`src/rtl/game_pkg.sv`:
```
// rtl/game_pkg.sv - shared game constants, play-state encoding and track codes
package game_pkg;

  typedef enum logic [1:0] {
    ST_IDLE = 2'd0,
    ST_PLAY = 2'd1,
    ST_DONE = 2'd2
  } state_e;

  localparam int CLK_HZ      = 50_000_000;
  localparam int MS_TICK_DIV = CLK_HZ / 1000;

  localparam logic [1:0] TRK_NONE = 2'd0;
  localparam logic [1:0] TRK_UP   = 2'd1;
  localparam logic [1:0] TRK_DN   = 2'd2;
  localparam logic [1:0] TRK_BOTH = 2'd3;

  function automatic logic [1:0] track_code(input logic t1, input logic t2);
    case ({t2, t1})
      2'b01:   return TRK_UP;
      2'b10:   return TRK_DN;
      2'b11:   return TRK_BOTH;
      default: return TRK_NONE;
    endcase
  endfunction

endpackage

```
`src/rtl/ms_tick_gen.sv`:
```
// rtl/ms_tick_gen.sv - millisecond prescaler with sync clear, 1-cycle tick on wrap
module ms_tick_gen #(
  parameter int DIV = 50000
) (
  input  logic clk,
  input  logic rst,
  input  logic clr_i,
  input  logic en_i,
  output logic tick_o
);

  localparam int W = (DIV > 1) ? $clog2(DIV) : 1;
  localparam logic [W-1:0] LAST = W'(DIV - 1);

  logic [W-1:0] cnt_q, cnt_d;

  assign tick_o = en_i & (cnt_q == LAST);

  always_comb begin
    cnt_d = cnt_q;
    if (clr_i) begin
      cnt_d = '0;
    end else if (en_i) begin
      cnt_d = (cnt_q == LAST) ? '0 : cnt_q + 1'b1;
    end
  end

  always_ff @(posedge clk or posedge rst) begin
    if (rst) cnt_q <= '0;
    else     cnt_q <= cnt_d;
  end

endmodule

```
`src/rtl/note_tone_player.sv`:
```
// rtl/note_tone_player.sv - plays spawned notes as a timed square wave on the buzzer
// Optional decay envelope (8-cycle PWM, duty 7/5/3/1 per quarter) with NOTE_TONE_DECAY_EN.
module note_tone_player
  import game_pkg::*;
#(
  parameter int TICK_DIV = MS_TICK_DIV,
  parameter int NOTE_MS  = 400,
  parameter int PITCH_W  = 32,
  parameter int MIN_HALF = 1000
) (
  input  logic               clk,
  input  logic               rst,
  input  logic               i_note_t1,
  input  logic               i_note_t2,
  input  logic [PITCH_W-1:0] i_pitch,
  input  logic               i_game_end,
  input  logic               i_mute,
  output logic               o_buzzer,
  output logic               o_playing,
  output logic [1:0]         o_track,
  output logic               o_done
);

  localparam int MS_W = $clog2(NOTE_MS + 1);
  localparam logic [MS_W-1:0]    MS_LAST = MS_W'(NOTE_MS - 1);
  localparam logic [PITCH_W-1:0] MIN_P   = PITCH_W'(MIN_HALF);

  state_e             state_q, state_d;
  logic [PITCH_W-1:0] half_lat_q, half_lat_d;
  logic [PITCH_W-1:0] half_cnt_q, half_cnt_d;
  logic [MS_W-1:0]    ms_cnt_q, ms_cnt_d;
  logic [1:0]         track_q, track_d;
  logic               tone_q, tone_d;
  logic               buz_q, buz_d;
  logic               trig, valid, cap, ms_tick, gate;

  assign trig  = i_note_t1 | i_note_t2;
  assign valid = trig & (i_pitch >= MIN_P);
  // Game end outranks a capture, and DONE swallows every trigger.
  assign cap   = valid & ~i_game_end & (state_q != ST_DONE);

  ms_tick_gen #(.DIV(TICK_DIV)) u_ms_tick (
    .clk    (clk),
    .rst    (rst),
    .clr_i  (cap),
    .en_i   (state_q == ST_PLAY),
    .tick_o (ms_tick)
  );

  always_comb begin
    state_d    = state_q;
    half_lat_d = half_lat_q;
    half_cnt_d = half_cnt_q;
    ms_cnt_d   = ms_cnt_q;
    track_d    = track_q;
    tone_d     = tone_q;
    if (i_game_end) begin
      state_d = ST_DONE;
      tone_d  = 1'b0;
      track_d = TRK_NONE;
    end else if (cap) begin
      state_d    = ST_PLAY;
      half_lat_d = i_pitch;
      track_d    = track_code(i_note_t1, i_note_t2);
      half_cnt_d = '0;
      ms_cnt_d   = '0;
      tone_d     = 1'b1;
    end else if (state_q == ST_PLAY) begin
      if (half_cnt_q == half_lat_q - 1'b1) begin
        half_cnt_d = '0;
        tone_d     = ~tone_q;
      end else begin
        half_cnt_d = half_cnt_q + 1'b1;
      end
      if (ms_tick) begin
        if (ms_cnt_q == MS_LAST) begin
          state_d    = ST_IDLE;
          tone_d     = 1'b0;
          track_d    = TRK_NONE;
          half_cnt_d = '0;
          ms_cnt_d   = '0;
        end else begin
          ms_cnt_d = ms_cnt_q + 1'b1;
        end
      end
    end
  end

`ifdef NOTE_TONE_DECAY_EN
  logic [2:0] pwm_q, pwm_d, level;

  always_comb begin
    pwm_d = cap ? 3'd0 : pwm_q + 3'd1;
    if (int'(ms_cnt_d) * 4 < NOTE_MS)          level = 3'd7;
    else if (int'(ms_cnt_d) * 4 < 2 * NOTE_MS) level = 3'd5;
    else if (int'(ms_cnt_d) * 4 < 3 * NOTE_MS) level = 3'd3;
    else                                       level = 3'd1;
    gate = (pwm_d < level);
  end

  always_ff @(posedge clk or posedge rst) begin
    if (rst) pwm_q <= 3'd0;
    else     pwm_q <= pwm_d;
  end
`else
  assign gate = 1'b1;
`endif

  // Buzzer follows the next tone value so it rises on the capture edge itself.
  assign buz_d = tone_d & ~i_mute & gate;

  always_ff @(posedge clk or posedge rst) begin
    if (rst) begin
      state_q    <= ST_IDLE;
      half_lat_q <= '0;
      half_cnt_q <= '0;
      ms_cnt_q   <= '0;
      track_q    <= TRK_NONE;
      tone_q     <= 1'b0;
      buz_q      <= 1'b0;
    end else begin
      state_q    <= state_d;
      half_lat_q <= half_lat_d;
      half_cnt_q <= half_cnt_d;
      ms_cnt_q   <= ms_cnt_d;
      track_q    <= track_d;
      tone_q     <= tone_d;
      buz_q      <= buz_d;
    end
  end

  assign o_buzzer  = buz_q;
  assign o_playing = (state_q == ST_PLAY);
  assign o_done    = (state_q == ST_DONE);
  assign o_track   = track_q;

endmodule

```
`config.mk`:
```
export PLATFORM = sky130hd
export DESIGN_NAME = note_tone_player
export DESIGN_NICKNAME = d
export VERILOG_FILES = /design/src/rtl/game_pkg.sv /design/src/rtl/ms_tick_gen.sv /design/src/rtl/note_tone_player.sv
export SDC_FILE = /design/constraint.sdc
export NUM_CORES = 1
export LEC_CHECK = 0
export CAP_MARGIN = 10
export CORE_MARGIN = 8
export CORE_UTILIZATION = 51
export DETAILED_ROUTE_END_ITERATION = 10
export PLACE_DENSITY = 0.76
export REMOVE_ABC_BUFFERS = 1
export SLEW_MARGIN = 10
export SYNTH_ARGS = -nofsm -noshare
export SYNTH_HDL_FRONTEND = slang
export SYNTH_HIERARCHICAL = 1
export SYNTH_SLANG_ARGS = --single-unit
```
`constraint.sdc`:
```
create_clock -name clk -period 4.4 [get_ports clk]
set_clock_uncertainty 0.1 [all_clocks]
set_input_delay 0.44 -clock clk [delete_from_list [all_inputs] [get_ports clk]]
set_output_delay 0.44 -clock clk [all_outputs]
set_load 0.005 [all_outputs]
```
==> impl_metrics.csv <==
group,metric,value,unit
clock_network,max-clock-path-buffers,2,
detailed_routing,num_vias,5882,
logic_synthesis,synthTopCellsByArea,"dfrtp_1 38%, nand2_1 10%, a31oi_1 3.8%, xnor2_1 3.7%, nor2_1 3.6%",
grt,grt_pass1_vias,5540,
sta,fmax,0.2604,GHz
grt,met2_usage,33.67,%
logic_synthesis,yosysTopAreaCell,"dfrtp_1",
detailed_routing,firstDrtPassIters,5,
setup_path,cp.required,4.49,ns
status,outcome,"finished clean",
placement,placed_cells,921,
clock_network,hold_buffers,0,
clock_network,clk_pin_slew,0.07,ns
logic_synthesis,synth_common_cells,"167 x nand2_1, 95 x dfrtp_1, 60 x nor2_1",
logic_synthesis,yosysWarnings,6,
grt,grt_pass1_wl,27140,um
logic_synthesis,synth_area_per_cell,8.173,um2
clock_network,ctsResizeCount,0,
floorplan,die_width,126.1,um
setup_path,rr_endpoint,"half_cnt_q[2]",
clock_network,clock-sinks,95,
floorplan,core_area,11910,um2
detailed_routing,wirelength,16260,um
pwr,peakVddDrop,0.0003048,V
pwr,p_int,2.052,mW
logic_synthesis,synth_edf_count,0,
sta,finalHoldViolCount,0,
cells_and_area,drive_gt1_share,8.101,%
detailed_routing,drc,0,
floorplan,die-area,15910,um2
setup_path,crit_type,"reg -> reg",
clock_network,htreeDepth,3,
placement,gp_congestion,0.9154,
grt,grt_busiest_layer,"met2",
setup_path,cp-end-kind,"flop",
sta,min_period_over_period,87.27,%
cells_and_area,diodes,0,
setup_path,startpoint_type,"flop",
logic_synthesis,ys_seq_area_share,38.42,%
cells_and_area,syn_to_final_growth,14.12,%
setup_path,cp_max_fo,55,
setup_path,worstPathCellList,"or4_4 > or3_1 > a222oi_1 > o211ai_1 > or4_1 > or4b_1 > buf_4 > a41oi_1 > a31oi_1",
pwr,p_sw,1.218,mW
logic_synthesis,ys_async_sr_fraction,100.0,%
detailed_routing,drt_iter0_drc,579,
sta,slew_headroom,42.09,%
placement,placed_area,6730,um2
clock_network,clk_latency,0.36,ns
logic_synthesis,synth-seq-cells,95,
setup_path,max_stage_delay,0.55,ns
clock_network,cts_tree,"done",
detailed_routing,drtAntennaViolNets,0,
clock_network,root_buffer,"clkbuf_16",
logic_synthesis,synth_simple_gate_area_share,34.12,%
setup_path,r2r_start,"half_lat_q[2]",
placement,dpl.hpwl,11830,um
cells_and_area,design_area,7061,um2
sta,rsz0062_at_grt,"no",
grt,grt_util_all_layers,20.75,%
pwr,seqPwrFrac,41.0,%
logic_synthesis,synth-xor-area-share,7.078,%
setup_path,slowest_stage,"or4_4",
logic_synthesis,netlist_area,6187,um2
pwr,p_comb_share,32.4,%
pwr,clock_power_share,26.6,%
grt,grt_max_degree,56,
setup_path,critical_path.startpoint,"half_lat_q[2]",
logic_synthesis,synth_compound_area_share,14.54,%
logic_synthesis,synth_top_family_by_area,"simple AND/OR/NAND/NOR gates",
logic_synthesis,synthFlopType,"dfrtp_1",
logic_synthesis,syn_inst,757,
grt,antenna_found_initial,0,
floorplan,rows,40,
setup_path,r2r_setup_slack,0.56,ns
setup_path,critPathArrivalTime,3.93,ns
logic_synthesis,yosysMostFrequentCell,"nand2_1",
logic_synthesis,yosys.area_share.adder,0.8089,%
run,max_cap_viol_count,0,
setup_path,crit_end,"half_cnt_q[2]",
pwr,powerDensity,463.0,nW/um2
cells_and_area,nNetsFinal,827,
pwr,p_sw_share,37.24,%
grt,use_met1,26.68,%
clock_network,numCtsBuffers,9,
placement,io_buffers,42,
detailed_routing,wl_per_cell,17.35,um
cells_and_area,fin_util,59.28,%
sta,finalSetupViolations,0,
cells_and_area,stdcell_count,937,
grt,grt-ovfl-total,0,
hold_path,hold_class,"in -> async",
pwr,leakage,2.968,nW
sta,finalMaxSlewViolations,0,
floorplan,die_h,126.1,um
sta,fin_crit,3.840,ns
logic_synthesis,muxShareOfSynthArea,0.8493,%
floorplan,start_util,51.94,%
grt,use_met3,3.713,%
clock_network,cts_setup_buffers,0,
detailed_routing,vias_per_cell,6.277,
logic_synthesis,synth_top_area_share,38.42,%
sta,worst_slew_pin_slew,0.8687,ns
floorplan,num_io_pins,43,
logic_synthesis,synth_cell_types,63,
setup_path,worstRegToRegCells,9,
cell type report:
| class | count | area, um2 |
|---|---|---|
| clock inverter | 5 | 87.58 |
| inverter | 15 | 57.56 |
| timing repair buffer | 58 | 540.5 |
| fill | 1084 | 4851 |
| multi-input combinational | 606 | 3571 |
| sequential | 95 | 2377 |
| clock buffer | 11 | 242.7 |
| tap | 147 | 183.9 |
layout by cell type (no fill, tap or decap), drive strengths merged, types with 3 or more instances in the layout:
cell type      synthesis  routed
o211ai                 9       9
a41oi                 14      14
nor4b                  7       7
clkbuf                30      11
nand4                 23      23
or2                    8       8
and2                   8       8
a211oi                 3       3
nand2b                 6       6
nand2                167     167
buf                   11      16
a21boi                 3       3
dfrtp                 95      95
nor2                  60      60
xor2                  24      24
nor2b                 10      10
a32o                   4       4
nor4                  24      24
ha                     4       4
nand4b                 3       3
nor3                  27      27
xnor2                 26      26
and3                  17      17
a21oi                  9       9
a31oi                 38      38
clkdlybuf4s50          0      42
mux2i                  3       3
inv                   14      15
a21o                   3       3
or3                    8       8
or4                    7       7
and4                   6       6
nand3                 39      39
o21ai                 21      21
logic make-up (layout without fill, tap and decap cells):
logic type | count (synthesis) | in the layout
simple gates | 426 | 426
compound gates | 121 | 121
flops | 95 | 95
buf+inv | 56 | 89
xor+xnor | 50 | 50
mux | 5 | 5
fa+ha+maj | 4 | 4
flip-flops by register name, indices dropped and copies added (netlist names):
| name | cells |
|---|---|
| ms_cnt_q | 9 |
| u_ms_tick/cnt_q | 16 |
| tone_q | 1 |
| state_q | 2 |
| o_buzzer | 1 |
| o_track | 2 |
| half_cnt_q | 32 |
| half_lat_q | 32 |
critical path: cells and delay by family, from the launching register on:
family / cells / cell delay (ns)
flip-flops: 1 / 0.47
AO/OA/AOI/OAI: 4 / 0.80
buffers and inverters: 1 / 0.32
AND/OR/NAND/NOR: 4 / 1.97
power groups by stage:
| stage | Clock [mW] | Sequential [mW] | Combinational (mW) |
|---|---|---|---|
| floorplan | 0 | 1.26 | 0.772 |
| global placement | 0 | 1.34 | 1.03 |
| detailed placement | 0 | 1.35 | 1.05 |
| CTS | 0.882 | 1.33 | 1.06 |
| global route | 0.916 | 1.37 | 1.18 |
| finish | 0.869 | 1.34 | 1.06 |
layer usage:
layer  vias up  wire (um)  part of all wire (%)
li1       2793          -                     -
met3        30        943                   5.8
met4         0        342                   2.1
met1      2856       7135                    44
met2       203       7836                    48
met5         -          0                     0
how the worst min path moves through the flow:
stage / start / end / slack (ns)
5_1_grt: u_ms_tick/cnt_q[15] / u_ms_tick/cnt_q[15] / 0.44
3_3_place_gp: state_q[0] / state_q[0] / 0.38
4_1_cts: u_ms_tick/cnt_q[15] / u_ms_tick/cnt_q[15] / 0.40
2_1_floorplan: rst / u_ms_tick/cnt_q[0] / 0.25
3_5_place_dp: u_ms_tick/cnt_q[15] / u_ms_tick/cnt_q[15] / 0.39
6_report: rst / u_ms_tick/cnt_q[13] / 0.41
stage by stage:
stage / power, mW / setup slack (ns) / setup TNS [ns] / hold slack (ns)
after global placement: 2.378 / 0.6788 / 0 / 0.3779
after global routing: 3.471 / 0.3945 / 0 / 0.4361
after floorplan: 2.035 / -3.603 / -155.00 / 0.2537
final: 3.269 / 0.5602 / 0 / 0.4086
after CTS: 3.275 / 0.5808 / 0 / 0.4023
after detailed placement: 2.399 / 0.5996 / 0 / 0.3934
Note: power is estimated with default switching activity, not from simulation.
